[src/rtl/quiz_host_pkg.sv]
// Shared definitions for the quiz host: FSM encoding, score digit width,
// player count and small BCD/priority helpers.
package quiz_host_pkg;

    localparam int DIGIT_W     = 4;
    localparam int NUM_PLAYERS = 4;

    typedef enum logic [2:0] {
        ST_IDLE  = 3'd0,
        ST_ARMED = 3'd1,
        ST_JUDGE = 3'd2,
        ST_NOANS = 3'd3,
        ST_DONE  = 3'd4
    } state_e;

    typedef logic [DIGIT_W-1:0] digit_t;

    function automatic digit_t bcd_inc_sat(input digit_t d);
        return (d >= digit_t'(9)) ? digit_t'(9) : d + digit_t'(1);
    endfunction

    function automatic digit_t bcd_dec_sat(input digit_t d);
        return (d == '0) ? '0 : d - digit_t'(1);
    endfunction

    // Lowest set bit wins when several players buzz in the same cycle.
    function automatic logic [1:0] lowest_player(input logic [NUM_PLAYERS-1:0] m);
        logic [1:0] idx;
        idx = 2'd0;
        for (int i = NUM_PLAYERS - 1; i >= 0; i--) begin
            if (m[i]) idx = 2'(i);
        end
        return idx;
    endfunction

endpackage

[src/rtl/quiz_host_key_debounce.sv]
// Key conditioner: 2-flop synchronizer, stability counter and a one-cycle
// pulse on each accepted rising edge.
module key_debounce #(
    parameter int DEBOUNCE_CYC = 1000000
) (
    input  logic clk_i,
    input  logic rst_ni,
    input  logic key_i,
    output logic pulse_o
);

    localparam int CNT_W = (DEBOUNCE_CYC > 1) ? $clog2(DEBOUNCE_CYC) : 1;
    localparam logic [CNT_W-1:0] CNT_LAST = CNT_W'(DEBOUNCE_CYC - 1);

    logic [1:0]       sync_q;
    logic [1:0]       vld_q;
    logic             stable_q, stable_d;
    logic             released_q, released_d;
    logic             pulse_q, pulse_d;
    logic [CNT_W-1:0] cnt_q, cnt_d;

    always_ff @(posedge clk_i or negedge rst_ni) begin
        if (!rst_ni) begin
            sync_q     <= '0;
            vld_q      <= '0;
            stable_q   <= 1'b0;
            released_q <= 1'b0;
            pulse_q    <= 1'b0;
            cnt_q      <= '0;
        end else begin
            sync_q     <= {sync_q[0], key_i};
            vld_q      <= {vld_q[0], 1'b1};
            stable_q   <= stable_d;
            released_q <= released_d;
            pulse_q    <= pulse_d;
            cnt_q      <= cnt_d;
        end
    end

    // A key held through reset must be seen low once before it can fire.
    always_comb begin
        stable_d   = stable_q;
        cnt_d      = '0;
        pulse_d    = 1'b0;
        released_d = released_q | (vld_q[1] & ~sync_q[1]);
        if (sync_q[1] != stable_q) begin
            if (cnt_q == CNT_LAST) begin
                stable_d = sync_q[1];
                pulse_d  = sync_q[1] & released_q;
            end else begin
                cnt_d = cnt_q + CNT_W'(1);
            end
        end
    end

    assign pulse_o = pulse_q;

endmodule

[src/rtl/quiz_host.sv]
// Quiz host controller: debounced host keys drive a round/judge FSM that
// keeps four BCD scores and reports the round number and winners.
module quiz_host
    import quiz_host_pkg::*;
#(
    parameter int DEBOUNCE_CYC = 1000000,
    parameter int MAX_ROUNDS   = 9,
    parameter int WIN_SCORE    = 5
) (
    input  logic                   CLK,
    input  logic                   RSTn,
    input  logic                   Next_Key,
    input  logic                   Correct_Key,
    input  logic                   Wrong_Key,
    input  logic [NUM_PLAYERS-1:0] Player_Number,
    input  logic                   Time_Over,
    output logic                   Start_Out,
    output logic [15:0]            Score_Out,
    output logic [3:0]             Round_Out,
    output logic [NUM_PLAYERS-1:0] Winner_Out,
    output logic                   Game_Over_Out
);

    localparam digit_t     WIN_D = digit_t'(WIN_SCORE);
    localparam logic [3:0] MAX_R = 4'(MAX_ROUNDS);

    logic [2:0] keys;
    logic [2:0] press;
    assign keys = {Wrong_Key, Correct_Key, Next_Key};

    genvar gi;
    generate
        for (gi = 0; gi < 3; gi++) begin : g_key
            key_debounce #(.DEBOUNCE_CYC(DEBOUNCE_CYC)) u_deb (
                .clk_i  (CLK),
                .rst_ni (RSTn),
                .key_i  (keys[gi]),
                .pulse_o(press[gi])
            );
        end
    endgenerate

    logic next_p, correct_p, wrong_p;
    assign next_p    = press[0];
    assign correct_p = press[1];
    assign wrong_p   = press[2];

    state_e                      state_q, state_d;
    logic [3:0]                  round_q, round_d;
    logic [1:0]                  player_q, player_d;
    digit_t [NUM_PLAYERS-1:0]    score_q, score_d;

    always_ff @(posedge CLK or negedge RSTn) begin
        if (!RSTn) begin
            state_q  <= ST_IDLE;
            round_q  <= '0;
            player_q <= '0;
            score_q  <= '0;
        end else begin
            state_q  <= state_d;
            round_q  <= round_d;
            player_q <= player_d;
            score_q  <= score_d;
        end
    end

    logic   any_win;
    logic   end_base;
    digit_t judged;

    always_comb begin
        any_win = 1'b0;
        for (int k = 0; k < NUM_PLAYERS; k++) begin
            if (score_q[k] == WIN_D) any_win = 1'b1;
        end
        end_base = any_win || (round_q == MAX_R);
        judged   = correct_p ? bcd_inc_sat(score_q[player_q]) : bcd_dec_sat(score_q[player_q]);
    end

    always_comb begin
        state_d  = state_q;
        round_d  = round_q;
        player_d = player_q;
        score_d  = score_q;
        case (state_q)
            ST_IDLE: begin
                if (next_p) begin
                    state_d = ST_ARMED;
                    round_d = round_q + 4'd1;
                end
            end
            ST_ARMED: begin
                if (Player_Number != '0) begin
                    state_d  = ST_JUDGE;
                    player_d = lowest_player(Player_Number);
                end else if (Time_Over) begin
                    state_d = ST_NOANS;
                end
            end
            ST_JUDGE: begin
                // Simultaneous Correct and Wrong cancel out.
                if (correct_p ^ wrong_p) begin
                    score_d[player_q] = judged;
                    state_d = (end_base || judged == WIN_D) ? ST_DONE : ST_IDLE;
                end
            end
            ST_NOANS: state_d = end_base ? ST_DONE : ST_IDLE;
            ST_DONE: begin
                if (next_p) begin
                    state_d = ST_IDLE;
                    round_d = '0;
                    score_d = '0;
                end
            end
            default: state_d = ST_IDLE;
        endcase
    end

    digit_t                 max_score;
    logic [NUM_PLAYERS-1:0] win_mask;

    always_comb begin
        max_score = '0;
        for (int k = 0; k < NUM_PLAYERS; k++) begin
            if (score_q[k] > max_score) max_score = score_q[k];
        end
        win_mask = '0;
        for (int k = 0; k < NUM_PLAYERS; k++) begin
            win_mask[k] = (score_q[k] == max_score);
        end
    end

    assign Start_Out     = (state_q == ST_ARMED) || (state_q == ST_JUDGE);
    assign Game_Over_Out = (state_q == ST_DONE);
    assign Winner_Out    = Game_Over_Out ? win_mask : '0;
    assign Score_Out     = score_q;
    assign Round_Out     = round_q;

endmodule
[config.mk]
export PLATFORM = sky130hd
export DESIGN_NAME = quiz_host
export DESIGN_NICKNAME = d
export VERILOG_FILES = /design/src/rtl/quiz_host_pkg.sv /design/src/rtl/quiz_host_key_debounce.sv /design/src/rtl/quiz_host.sv
export SDC_FILE = /design/constraint.sdc
export NUM_CORES = 1
export LEC_CHECK = 0
export CORE_MARGIN = 2
export CORE_UTILIZATION = 30
export CTS_CLUSTER_DIAMETER = 40
export DETAILED_ROUTE_END_ITERATION = 8
export GPL_TIMING_DRIVEN = 0
export PLACE_DENSITY = 0.54
export SLEW_MARGIN = 30
export SYNTH_ARGS = -nofsm -noshare
export SYNTH_HDL_FRONTEND = slang
export SYNTH_SLANG_ARGS = --single-unit
[constraint.sdc]
create_clock -name CLK -period 5.95 [get_ports CLK]
set_input_delay 0.595 -clock CLK [delete_from_list [all_inputs] [get_ports CLK]]
set_output_delay 0.595 -clock CLK [all_outputs]
set_load 0.05 [all_outputs]
==> flow_metrics.py, run 1 <==
metrics = {
    "setup_path": {
        "critical_path_class": "register to output port",
        "worstReg2RegEnd": "state_q[2]",
        "ff2ff_setup_slack_ns": 3.36,
        "cp_max_fo": 10,
        "r2r-start": "Score_Out[1]",
        "end_kind": "output port",
        "cp-start-kind": "register",
        "cp.arrival_ns": 5.08,
        "worstPathRequired_ns": 5.36,
        "worstRegToRegCells": 9,
    },
    "synth": {
        "synthFlopType": "dfrtp_1",
        "syn_nets": 614,
        "yosysSeqAreaShare": 0.453,
        "yosys_warnings": 0,
        "ys_ff_latch": 102,
        "syn_area_per_cell_um2": 9.64,
        "synth-edff-count": 0,
        "yosysUniqueCellTypes": 60,
        "synth_cells": 584,
        "async_reset_ff_frac": 1.00,
        "netlist_area_um2": 5630,
    },
    "timing": {
        "setup_ws_ns": 0.272,
        "setup_viol": 0,
        "finClkSkew_ns": 0.0109,
        "finalCriticalPeriod_ns": 5.68,
        "fin_crit_sh": 0.954,
        "max_slew.worst_pin.slew_ns": 0.680,
        "hold_viol_final": 0,
        "slew_headroom": 0.543,
        "slew_violations": 0,
        "max_freq_ghz": 0.176,
    },
    "placement": {
        "placed_cells": 854,
        "numPortBuffers": 35,
        "dp_hpwl_mm": 9.08,
        "pre_cts_slack_ns": -0.594,
        "place.gp.congestion": 0.903,
    },
    "power": {
        "max-vdd-ir-drop_v": 0.000152,
        "p_leak_nw": 2.80,
        "power_density_nw_per_um2": 195,
    },
    "cts": {
        "numCtsBuffers": 9,
        "htreeDepth": 3,
        "ctsLongestPathBuffers": 2,
        "hold_buffers": 0,
        "clk_pin_slew_ns": 0.07,
        "cts_tree": "done",
        "clock_sinks": 102,
        "cts_root_buf": "clkbuf_16",
        "insertion_delay_ns": 0.35,
    },
    "grt": {
        "grt_util_met1": 0.174,
        "grt_max_degree": 62,
        "grt_pass1_vias": 4392,
        "grt_use_met2": 0.225,
        "met3_usage": 0.0343,
        "antenna_found_initial": 0,
        "grt_usage": 0.135,
        "grt_remaining_overflow": 0,
        "top_usage_layer": "met2",
        "grt_pass1_wl_mm": 21.7,
    },
    "route": {
        "wl_mm": 12.7,
        "final_antenna_net_count": 0,
        "drtPass1Iterations": 4,
        "drcViolationCount": 0,
        "vias": 4406,
        "wire_per_inst_um": 14.5,
        "routed_via_density": 5.01,
        "drtIter0Drc": 164,
    },
    "status": {
        "status": "complete, no violations",
    },
    "cells_and_area": {
        "fin_nets": 670,
        "nFillCells": 1830,
        "final-seq-area_um2": 2560,
        "diodes": 0,
        "drive_above_1_share": 0.146,
        "area_delta_synth_final_pct": 22.0,
        "layout.cells.non_filler": 879,
        "multi_input_area_um2": 3120,
    },
    "floorplan": {
        "pin_count": 36,
        "die-area_um2": 19900,
        "die_w_um": 141,
        "initial_core_util": 0.303,
        "die_h_um": 141,
        "coreArea_um2": 18600,
        "rows": 50,
    },
    "min_path": {
        "min_path_type": "input pin to async pin",
    },
    "run": {
        "cap_viol_max_count": 0,
    },
}
-- registers in the layout, indices dropped and copies added, names as in the netlist --
name                    count
g_key.u_deb.cnt_q          60
Score_Out                  16
g_key.u_deb.sync_q          6
Round_Out                   4
g_key.u_deb.pulse_o         3
g_key.u_deb.released_q      3
g_key.u_deb.stable_q        3
state_q                     3
g_key.u_deb.vld_q           2
player_q                    2
-- where the power goes --
| group | switching, W | internal (W) |
|---|---|---|
| sequential | 0.00000671 | 0.000701 |
| clock | 0.000285 | 0.000297 |
| combinational | 0.0000298 | 0.0000169 |
-- worst max path at each step --
| stage | from | end | slack, ns | depth (start not counted) |
|---|---|---|---|---|
| floorplan | Score_Out[2] | Winner_Out[1] | 0.29 | 21 |
| global placement | Score_Out[2] | Winner_Out[0] | -0.43 | 22 |
| detailed placement | Score_Out[2] | Winner_Out[1] | -0.59 | 22 |
| CTS | Score_Out[6] | Winner_Out[1] | 0.02 | 21 |
| global route | Score_Out[0] | Winner_Out[2] | -0.02 | 21 |
| finish | Score_Out[7] | Winner_Out[1] | 0.27 | 20 |
-- routing by layer --
layer	routed length, µm	vias to the layer above
li1	-	2160
met1	5870	2174
met2	6250	58
met3	426	14
met4	183	0
met5	0	-
-- metrics by stage --
step | hold slack (ns) | setup TNS [ns] | power, W | util | cell area [µm²]
after floorplan | 0.299 | 0 | 0.000741 | - | 5660
after CTS | 0.235 | 0 | 0.00136 | 0.358 | 6650
final | 0.221 | 0 | 0.00134 | 0.370 | 6870
after global placement | 0.334 | -1.12 | 0.000767 | 0.339 | 6300
after global routing | 0.252 | -0.0424 | 0.00140 | 0.370 | 6870
after detailed placement | 0.336 | -1.56 | 0.000770 | 0.340 | 6320
-- area by class of cell --
cell class / instances / area share
clock buffers: 10 / 0.0333
clock inverters: 6 / 0.00911
well taps: 234 / 0.0426
repair buffers: 45 / 0.0638
inverters: 23 / 0.0126
plain buffers: 15 / 0.0115
multi-input cells: 444 / 0.454
flip-flops and latches: 102 / 0.373
-- cell usage in the layout, fill, tap and decap left out, drive strengths merged, types with 3 or more instances in the layout --
cell type      Yosys  layout
dfrtp            102     102
nor2              91      91
nand3             45      45
nand2             39      39
xor2              38      38
xnor2             33      33
clkdlybuf4s50      0      30
o21ai             30      30
inv               22      27
buf                9      21
ha                20      20
clkbuf             6      18
and3              14      14
nand4             12      12
a21oi             12      12
nor4               9       9
and2               8       8
and4               7       7
nor3               7       7
a21o               6       6
nand3b             5       5
o211ai             5       5
mux2i              5       5
a211oi             5       5
a31oi              5       5
mux4               4       4
o22a               4       4
and4b              3       3
nor4b              3       3
a31o               3       3
nand2b             3       3
mux2               3       3
nor2b              3       3
-- cells in the mapped netlist, drive strengths merged, types with 9 or more instances --
library cell / number / share of area
a21oi: 12 / 0.011
and3: 14 / 0.016
buf: 9 / 0.0089
dfrtp: 102 / 0.45
ha: 20 / 0.044
inv: 22 / 0.015
nand2: 39 / 0.026
nand3: 45 / 0.041
nand4: 12 / 0.013
nor2: 91 / 0.061
nor4: 9 / 0.013
o21ai: 30 / 0.027
xnor2: 33 / 0.051
xor2: 38 / 0.059
-- repair_timing --
| action | 4_1_cts | 5_1_grt |
|---|---|---|
| endpoints found under the setup margin | 4 | 4 |
| setup buffers | 1 | 8 |
| gates resized for setup | 31 | 35 |
| pin swaps | 0 | 6 |
-- cells by family (layout without fill, tap and decap cells) --
logic type | count (synthesis) | count (layout) | synth area share
AND/OR/NAND/NOR | 256 | 256 | 0.229
flip-flops | 102 | 102 | 0.453
AO/OA/AOI/OAI | 84 | 84 | 0.103
XOR/XNOR | 71 | 71 | 0.110
buffers and inverters | 38 | 99 | 0.0282
adder cells (fa/ha/maj) | 20 | 20 | 0.0445
multiplexers | 12 | 12 | 0.0309
other | 1 | 1 | 0.000666
-- critical path: stages (launching register included) --
cell and delay [ns]:
dfrtp_2 0.48, ha_2 0.40, nor2_2 0.07, a41o_2 0.30, o21ai_4 0.18, and2_1 0.18
ha_1 0.27, and4_1 0.28, a21o_1 0.17, clkbuf_4 0.20, a31oi_4 0.20, inv_1 0.07
ha_1 0.28, nor2b_1 0.13, o211ai_1 0.26, a21oi_2 0.15, a311oi_2 0.33, o21a_1 0.15
o21ai_1 0.10, nor4_4 0.31, buf_6 0.19
(Power assumes the default switching activity.)
==> inputs of run 2 (changes only) <==
PLACE_DENSITY = 0.56   (was 0.54)
clock period = 4.8 ns   (was 5.95 ns; I/O delays follow)
==> run 2 against run 1 <==
Compared with the run above:
- the flow now finishes with violations (negative setup slack)
- sequential share of layout area shrank 2.1 points
- wire length grew 4.1%
- register-to-register slack lost 1.2 ns
- first-iteration DRC count grew 21%
- die area is the same
- clock skew is essentially flat
- clock power grew 21%
- worst hold slack lost 0.20 ns
- power grew 23%
- cell count grew 2.5%
- count of clock-buffer cells in the layout grew 1
- highest routed layer unchanged
==> flow_metrics.py, run 2 (synthesis gave the netlist of run 1 again) <==
metrics = {
    "status": {
        "status": "complete, but fails checks",
        "violations": "negative setup slack",
    },
    "timing": {
        "max_slew.worst_pin.slew_ns": 0.669,
        "finalSetupTns_ns": -1.20,
        "finalCriticalPeriod_ns": 5.24,
        "fin_crit_sh": 1.09,
        "setup_viol": 3,
        "slew_violations": 0,
        "max_freq_ghz": 0.191,
        "rsz0062_at_grt": "true",
        "setup_ws_ns": -0.437,
        "finClkSkew_ns": 0.0105,
        "slew_headroom": 0.551,
        "hold_viol_final": 0,
        "holdWs_ns": 0.0260,
    },
    "cts": {
        "clock_sinks": 102,
        "clk_pin_slew_ns": 0.07,
        "htreeDepth": 3,
        "insertion_delay_ns": 0.34,
        "numCtsBuffers": 9,
        "hold_buffers": 0,
        "cts_root_buf": "clkbuf_16",
        "cts_tree": "done",
        "ctsLongestPathBuffers": 2,
    },
    "setup_path": {
        "end_kind": "output port",
        "cp-start-kind": "register",
        "cp.arrival_ns": 4.76,
        "critical_path_class": "register to output port",
        "cp_slowest_stage_delay_ns": 0.44,
        "cp_slowest_cell": "dfrtp_2",
        "cpMostUsedCell": "ha_4",
        "crit_chain": "ha_4, a211oi_4, and2_4, o21ai_4, and2_4, ha_4, nor2b_4, o211ai_4, a21o_1, buf_6, a31oi_4, inv_2, ha_4, nor2b_1, o211ai_1, buf_4, a21o_4, buf_8, mux2i_4, xnor2_2, nor4_4, buf_6",
        "cp_num_buf_inv": 5,
        "cp_max_fo": 8,
        "cpLargestDelayFamily": "compound AO/OA/AOI/OAI gates",
        "worstPathRequired_ns": 4.32,
    },
    "grt": {
        "antenna_found_initial": 0,
        "grt_pass1_vias": 4601,
        "grt_remaining_overflow": 0,
        "grt_max_degree": 71,
        "grt_pass1_wl_mm": 22.4,
        "grt_usage": 0.136,
    },
    "power": {
        "max-vdd-ir-drop_v": 0.000236,
        "p_leak_nw": 2.99,
        "netSwitchingFraction": 0.224,
        "p_int_w": 0.00128,
        "switchingPower_w": 0.000368,
        "combPwrFrac": 0.036,
        "p_seq_frac": 0.534,
        "pwr-share-clk": 0.430,
        "power_density_nw_per_um2": 225,
    },
    "floorplan": {
        "die_w_um": 141,
        "die_h_um": 141,
        "initial_core_util": 0.303,
        "coreArea_um2": 18600,
        "pin_count": 36,
        "rows": 50,
        "die-area_um2": 19900,
    },
    "cells_and_area": {
        "multi_input_area_um2": 3350,
        "diodes": 0,
        "top_register": "g_key.u_deb.cnt_q",
        "final-seq-area_um2": 2560,
        "nFillCells": 1823,
        "layout_commonest_cell": "dfrtp_1",
        "layout_common_cells": "dfrtp_1 (94), nor2_1 (90), nand3_1 (42)",
        "largest_reg_flops": 60,
        "fin_nets": 692,
        "area_delta_synth_final_pct": 29.5,
        "drive_above_1_share": 0.216,
    },
    "placement": {
        "dp_hpwl_mm": 9.27,
        "place.gp.congestion": 0.832,
        "numPortBuffers": 35,
    },
    "route": {
        "routed_via_density": 5.06,
        "wire_per_inst_um": 14.7,
        "drcViolationCount": 0,
        "vias": 4563,
        "drtPass1Iterations": 4,
        "final_antenna_net_count": 0,
        "wl_mm": 13.3,
        "drtIter0Drc": 199,
    },
    "run": {
        "cap_viol_max_count": 0,
    },
    "min_path": {
        "min_path_type": "input pin to async pin",
    },
}
run 2: timing repair:
item | in CTS | in global routing
endpoints found under the setup margin | 4 | 4
gates resized for setup | 50 | 27
pin swaps | 16 | 20
setup buffers | 21 | 10
run 2: path summary, 6_finish.rpt:
| kind | start | slack [ns] | cells past startpoint | end |
|---|---|---|---|---|
| setup / recovery | Score_Out[6] | -0.44 | 22 | Winner_Out[0] |
| min in group CLK | g_key[2].u_deb.vld_q[0] | 0.35 | 0 | g_key[0].u_deb.vld_q[1] |
| max in group asynchronous | RSTn | 4.13 | 2 | Score_Out[7] |
| hold / removal | RSTn | 0.03 | 1 | g_key[1].u_deb.cnt_q[18] |
| hold reg to reg | g_key[2].u_deb.vld_q[0] | 0.35 | 0 | g_key[0].u_deb.vld_q[1] |
| setup reg to reg | Score_Out[13] | 2.19 | 8 | state_q[2] |
run 2: cell type report:
type / instances / area share
well taps: 234 / 0.0402
multi-input cells: 444 / 0.459
inverters: 23 / 0.0118
flip-flops and latches: 102 / 0.352
clock buffers: 11 / 0.0347
plain buffers: 15 / 0.0124
repair buffers: 67 / 0.0846
clock inverters: 5 / 0.00532
run 2: power groups by stage:
stage | clock (W) | combinational (W) | sequential, W
after floorplan | 0 | 0.0000254 | 0.000893
after detailed placement | 0 | 0.0000606 | 0.000895
after global placement | 0 | 0.0000561 | 0.000894
after CTS | 0.000732 | 0.0000609 | 0.000878
final | 0.000707 | 0.0000584 | 0.000878
after global routing | 0.000768 | 0.0000684 | 0.000879
run 2: stage by stage:
step           cells   util  total power (W)  setup slack [ns]  area (µm²)
6_report         901  0.392          0.00164            -0.437        7290
5_1_grt          901  0.392          0.00172            -0.636        7290
4_1_cts          891  0.382          0.00167            -0.500        7090
3_5_place_dp     854  0.349         0.000955             -1.07        6490
3_3_place_gp     853  0.348         0.000950            -0.965        6460
2_1_floorplan    584      -         0.000918            -0.271        5820
run 2: worst register-to-register path, cell delays in order, from the launching register on:
cell	delay (ns)
dfrtp_1	0.55
mux4_2	0.60
inv_1	0.12
ha_1	0.31
nor3b_1	0.29
o32ai_2	0.18
nor4_1	0.26
nand3_2	0.11
a21oi_2	0.12
run 2: layer usage:
| metal | track usage | vias up | wire [µm] |
|---|---|---|---|
| li1 | - | 2210 | - |
| met1 | 0.178 | 2254 | 5980 |
| met2 | 0.231 | 86 | 6650 |
| met3 | 0.0214 | 13 | 466 |
| met4 | 0.0447 | 0 | 157 |
| met5 | 0 | - | 0 |
